### config.mk
export PLATFORM = sky130hd
export DESIGN_NAME = gray_ptr_gen
export DESIGN_NICKNAME = d
export VERILOG_FILES = /design/src/rtl/gray_ptr_gen.sv
export SDC_FILE = /design/constraint.sdc
export NUM_CORES = 1
export LEC_CHECK = 0
export CAP_MARGIN = 20
export CORE_UTILIZATION = 48
export DETAILED_ROUTE_END_ITERATION = 10
export GPL_TIMING_DRIVEN = 1
export PLACE_DENSITY = 0.84
export SLEW_MARGIN = 20
export SYNTH_ARGS = -nofsm -noshare
export SYNTH_HDL_FRONTEND = slang
export SYNTH_SLANG_ARGS = --single-unit
### constraint.sdc
create_clock -name clk_i -period 5.5 [get_ports clk_i]
set_input_delay 1.1 -clock clk_i [delete_from_list [all_inputs] [get_ports clk_i]]
set_output_delay 1.1 -clock clk_i [all_outputs]
set_load 0.005 [all_outputs]
### src/rtl/gray_ptr_gen.sv
// Registered binary/Gray pointer for the source side of an asynchronous FIFO crossing.
// gray_o is always loaded from a register so the far-domain synchronizer never sees decode glitches.
module gray_ptr_gen #(
  parameter int DATA_WIDTH = 8
) (
  input  logic                  clk_i,
  input  logic                  rst_n_i,
  input  logic                  clr_i,
  input  logic                  load_i,
  input  logic [DATA_WIDTH-1:0] load_bin_i,
  input  logic                  inc_i,
  output logic [DATA_WIDTH-1:0] bin_o,
  output logic [DATA_WIDTH-1:0] gray_o,
  output logic [DATA_WIDTH-1:0] gray_next_o,
  output logic                  wrap_o,
  output logic                  chg_o
);

  localparam logic [DATA_WIDTH-1:0] ZERO = {DATA_WIDTH{1'b0}};
  localparam logic [DATA_WIDTH-1:0] ONE  = {{(DATA_WIDTH-1){1'b0}}, 1'b1};

  function automatic logic [DATA_WIDTH-1:0] bin2gray(input logic [DATA_WIDTH-1:0] b);
    return b ^ (b >> 1'b1);
  endfunction

  logic [DATA_WIDTH-1:0] bin_r;
  logic [DATA_WIDTH-1:0] gray_r;
  logic                  wrap_r;
  logic                  chg_r;
  logic [DATA_WIDTH-1:0] next_bin_s;
  logic [DATA_WIDTH-1:0] next_gray_s;
  logic                  next_wrap_s;
  logic                  next_chg_s;

  // Next-pointer selection: clear beats load beats increment; wrap only counts for increments.
  always_comb begin
    next_bin_s  = bin_r;
    next_wrap_s = 1'b0;
    if (clr_i) begin
      next_bin_s = ZERO;
    end else if (load_i) begin
      next_bin_s = load_bin_i;
    end else if (inc_i) begin
      next_bin_s  = bin_r + ONE;
      next_wrap_s = &bin_r;
    end else begin
      next_bin_s = bin_r;
    end
  end

  // Gray look-ahead and change detection against the currently presented code.
  always_comb begin
    next_gray_s = bin2gray(next_bin_s);
    next_chg_s  = (next_gray_s != gray_r);
  end

  // Pointer and event-flag registers.
  always_ff @(posedge clk_i or negedge rst_n_i) begin
    if (!rst_n_i) begin
      bin_r  <= ZERO;
      gray_r <= ZERO;
      wrap_r <= 1'b0;
      chg_r  <= 1'b0;
    end else begin
      bin_r  <= next_bin_s;
      gray_r <= next_gray_s;
      wrap_r <= next_wrap_s;
      chg_r  <= next_chg_s;
    end
  end

  assign bin_o       = bin_r;
  assign gray_o      = gray_r;
  assign gray_next_o = next_gray_s;
  assign wrap_o      = wrap_r;
  assign chg_o       = chg_r;

endmodule

# After elaboration in Yosys (flattened, before gate mapping)
# Cells that the tools add are included.
dict set report word_totals {
  reg_bits 18
  input_bits 13
}
dict set report op_classes {
  addsub 1
  n_eq_ne 1
  muxes 6
  bitwise 1
  reduce_logical 1
}
# op count
set ops {}
lappend ops {{2-to-1 mux 8 bit} 3}
lappend ops {{adder 8 x 1 -> 8 bit, second input constant} 1}
lappend ops {{!= test 8 bit} 1}
lappend ops {{AND reduction 8 bit} 1}
lappend ops {{bitwise XOR 8 x 7 -> 8 bit} 1}
lappend ops {{2-to-1 mux 1 bit} 3}

# Depth between registers and ports, before layout
# Gate-level depths: netlist of run 1.
dict set report logic_depth {
  ltp_word 6
  ltp_mapped 8
}

# Worst setup path before layout of run 1
# Ideal clock, no wire load.
dict set report synth_timing {
  path_type {input to output}
  startpoint {in inc_i}
  endpoint {out gray_next_o[6]}
  t_arrival_ps 2242
  slack_ps 2158
  cell_stages 4
  path_buffers 0
  path_cell_list {nand4_2 or2_2 a2111oi_2 xor2_1}
}
dict set report synth_between {
  elab_chain_len 4
}
# item line_no
set synth_rtl {}
lappend synth_rtl {{start, declared} 11} ;# input logic inc_i,
lappend synth_rtl {{2-to-1 mux 8 bit} 43} ;# end else if (inc_i) begin
lappend synth_rtl {{2-to-1 mux 8 bit} 41} ;# end else if (load_i) begin
lappend synth_rtl {{2-to-1 mux 8 bit} 39} ;# if (clr_i) begin
lappend synth_rtl {{named net next_bin_s[7]} 30} ;# logic [DATA_WIDTH-1:0] next_bin_s;
lappend synth_rtl {{bitwise XOR 8 x 7 -> 8 bit} 23} ;# return b ^ (b >> 1'b1);
lappend synth_rtl {{end, declared} 14} ;# output logic [DATA_WIDTH-1:0] gray_next_o,
# The timed path passes the listed nets, and every way through them passes these cells.

# Worst setup path after layout of run 1
dict set report layout_timing {
  startpoint {in inc_i}
  endpoint {out gray_next_o[6]}
}
dict set report layout_between {
  elab_chain_len 4
}
# item line_no
set layout_rtl {}
lappend layout_rtl {{2-to-1 mux 8 bit} 43}
lappend layout_rtl {{2-to-1 mux 8 bit} 41}
lappend layout_rtl {{2-to-1 mux 8 bit} 39}
lappend layout_rtl {{bitwise XOR 8 x 7 -> 8 bit} 23}
# Every way passes these cells.

==> results.cfg, run 1 <==
[die]
rows = 17
core_um2 = 2191
start_util_pct = 50.83
fp.dieW_um = 50.17
die_area_um2 = 2517
boundaryPins = 39
die_y_um = 50.17

[place]
io_buffer_count = 38
dp.final_hpwl_um = 2083
placed_cells = 170
gp_congestion = 0.9515

[setup_path]
cp_max_fo = 7
r2r-start = bin_o[0]$_DFF_PN0_
crit_path_max_incr_delay_ns = 0.59
reg2reg_setup_slack_ns = 2.92
worstPathArrival_ns = 3.62
crit_path_end_kind = output port
cp_cell_sequence = clkdlybuf4s50_1, nand4_2, or2_2, a2111oi_2, xor2_1, clkdlybuf4s50_1
slowest_stage = clkdlybuf4s50_1
crit_path_frequent_cell = clkdlybuf4s50_1
rr_endpoint = chg_o$_DFF_PN0_
reg2regPathDepth = 7
critPathLaunchType = primary input
required_ns = 4.40
path_class = primary input to output port

[power_and_ir_drop]
p_int_uw = 230.1
p_sw_uw = 100.7
pwr-share-comb_pct = 35.1
clkPwrFrac_pct = 19.9
p_leak_uw = 0.0006338
totalPowerFinal_uw = 330.8
vdd_ir_drop_max_mv = 0.2010
p_seq_share_pct = 45.1
powerDensity_nw_per_um2 = 216.7
switching_share_pct = 30.45

[global_route]
grt_overflow_total = 0
grt_max_degree = 19
antenna_found_initial = 0
grt_pass1_vias = 922
grt_util_all_layers_pct = 23.79
grt_pass1_wl_um = 4416

[timing]
post-route-period-util_pct = 85.73
rsz0062_at_grt = false
slew_viol_final = 0
worstMarginPinSlew_ns = 0.8138
max_slew_margin_pct = 45.58
fin_worst_skew_ns = 0.009359
hold_slack_ns = 0.6266
fmax_ghz = 0.2121
setup-violations-final = 0
period_minus_slack_ns = 4.715
fin_setup_tns_ns = 0
hold_viol_final = 0

[drt]
drt-initial-drc-count = 33
wl_per_cell_um = 16.01
dr.pass1.iters = 4
drt_wl_total_um = 2786
via_count = 1004
viasPerCell = 5.770
postRouteAntennaNets = 0
drc = 0

[clocking]
path_clk_slew_ns = 0.10
cts-buffers-inserted = 3
cts.sinks = 17
insertion_delay_ns = 0.29
post-cts-setup-buffer-count = 0
htree_levels = 1
holdBufCountCts = 0
cts_buffer_depth = 2
root_buffer = clkbuf_4
cts_resized = 0
cts_tree = built

[layout]
num-fill-cells = 156
ff_latch_area_um2 = 425.4
instances_no_fill = 174
final_common_cell = clkdlybuf4s50_1
num_antenna_cells = 0
final_cell_mix = clkdlybuf4s50_1 (38), dfrtp_1 (17), inv_1 (8), nor2_1 (8), xor2_1 (7)
multiInputGateArea_um2 = 620.6
drive_above_1_share_pct = 10.27
fin_nets = 161
syn_to_final_growth_pct = 37.08

[min_path]
min-delay-start = gray_o[6]$_DFF_PN0_
worst_hold_path.endpoint = chg_o$_DFF_PN0_
whs_path_depth = 2
hp-class = register to register

[logic_synthesis]
netlist_instances = 109
synth.distinct_cells = 42
ys_seq_area_share_pct = 38.20
synth_edf_count = 0
yosysWarnings = 0
ys.flop_type = dfrtp_1
synth_seq_cells = 17
async_flop_share_pct = 100.0
synth_fp_nets = 123
syn-cell-area_um2 = 1114
avgSynthCellArea_um2 = 10.22

[job]
cap_violations = 0

[outcome]
outcome = finished clean
## worst max path at each step
stage	start	endpoint	cells past startpoint	slack, ns
2_1_floorplan	inc_i	gray_next_o[6]	4	2.16
3_3_place_gp	inc_i	gray_next_o[6]	6	0.88
3_5_place_dp	inc_i	gray_next_o[6]	6	0.81
4_1_cts	inc_i	gray_next_o[6]	6	0.79
5_1_grt	load_i	gray_next_o[2]	7	0.68
6_report	inc_i	gray_next_o[6]	6	0.78
## through the flow
stage	instance area [µm²]	util [%]	setup slack, ns
2_1_floorplan	1114	-	2.158
3_3_place_gp	1499	68.42	0.8784
3_5_place_dp	1499	68.42	0.8090
4_1_cts	1526	69.67	0.7867
5_1_grt	1526	69.67	0.6834
6_report	1526	69.67	0.7848
## metal layers
layer  up-vias  share of wire [%]  global-route usage (%)
met3         7                5.1                   3.636
li1        473                  -                       -
met4         0                1.4                   9.524
met2        36                 49                   38.22
met5         -                  0                       0
met1       488                 44                   31.84
## worst max-delay path: cells and delay by family
kind                   cells  cell delay (ns)
AO/OA/AOI/OAI              1             0.47
XOR/XNOR                   1             0.33
buffers and inverters      2             1.15
AND/OR/NAND/NOR            2             0.56
## state kept, by name, summed over array words and instances (netlist names)
register,flops
bin_o,8
chg_o,1
gray_o,7
wrap_o,1
## logic make-up after synthesis
family          synth area share [%]
fa+ha+maj                      1.123
compound gates                 20.45
mux                            2.022
flops                          38.20
buf+inv                        6.067
simple gates                   20.67
xor+xnor                       11.46
## final cells by class
| class | instances | share of cell area [%] |
|---|---|---|
| Clock inverter | 1 | 0.3279 |
| Sequential cell | 17 | 27.87 |
| Tap cell | 28 | 2.295 |
| Clock buffer | 3 | 1.475 |
| Multi-Input combinational cell | 78 | 40.66 |
| Inverter | 8 | 1.967 |
| Timing Repair Buffer | 39 | 25.41 |
## power by group through the flow
stage	clock network, µW	registers, µW	logic [µW]
CTS	67.6	149	116
global placement	0	150	111
detailed placement	0	151	114
global route	71.1	150	126
finish	65.8	149	116
floorplan	0	150	54.3
## Yosys cell counts (3+ instances only)
cell type,number,area (µm²)
o21a_1,3,22.52
nor2_1,8,30.03
dfrtp_1,17,425.4
xor2_1,7,61.31
nand2_1,6,22.52
nor3_1,4,20.02
inv_1,8,30.03
a21oi_1,3,15.01
nor2b_1,5,31.28
buf_4,3,22.52
buf_2,3,15.01
xnor2_1,5,43.79
Note: power is estimated with default switching activity, not from simulation.
==> inputs of run 2 (changes only) <==
--- a/config.mk
+++ b/config.mk
@@ -14,3 +14,4 @@
 export SYNTH_ARGS = -nofsm -noshare
 export SYNTH_HDL_FRONTEND = slang
 export SYNTH_SLANG_ARGS = --single-unit
+export TNS_END_PERCENT = 30
==> results of run 2 <==
Same layout as run 1: the final DEF is identical, and so are final timing and power.
==> inputs of run 3 (changes only) <==
--- a/config.mk
+++ b/config.mk
@@ -8,6 +8,7 @@
 export CAP_MARGIN = 20
 export CORE_UTILIZATION = 48
 export DETAILED_ROUTE_END_ITERATION = 10
+export GPL_ROUTABILITY_DRIVEN = 0
 export GPL_TIMING_DRIVEN = 1
 export PLACE_DENSITY = 0.84
 export SLEW_MARGIN = 20
==> results of run 3 <==
Same layout as run 1: the final DEF is identical, and so are final timing and power.
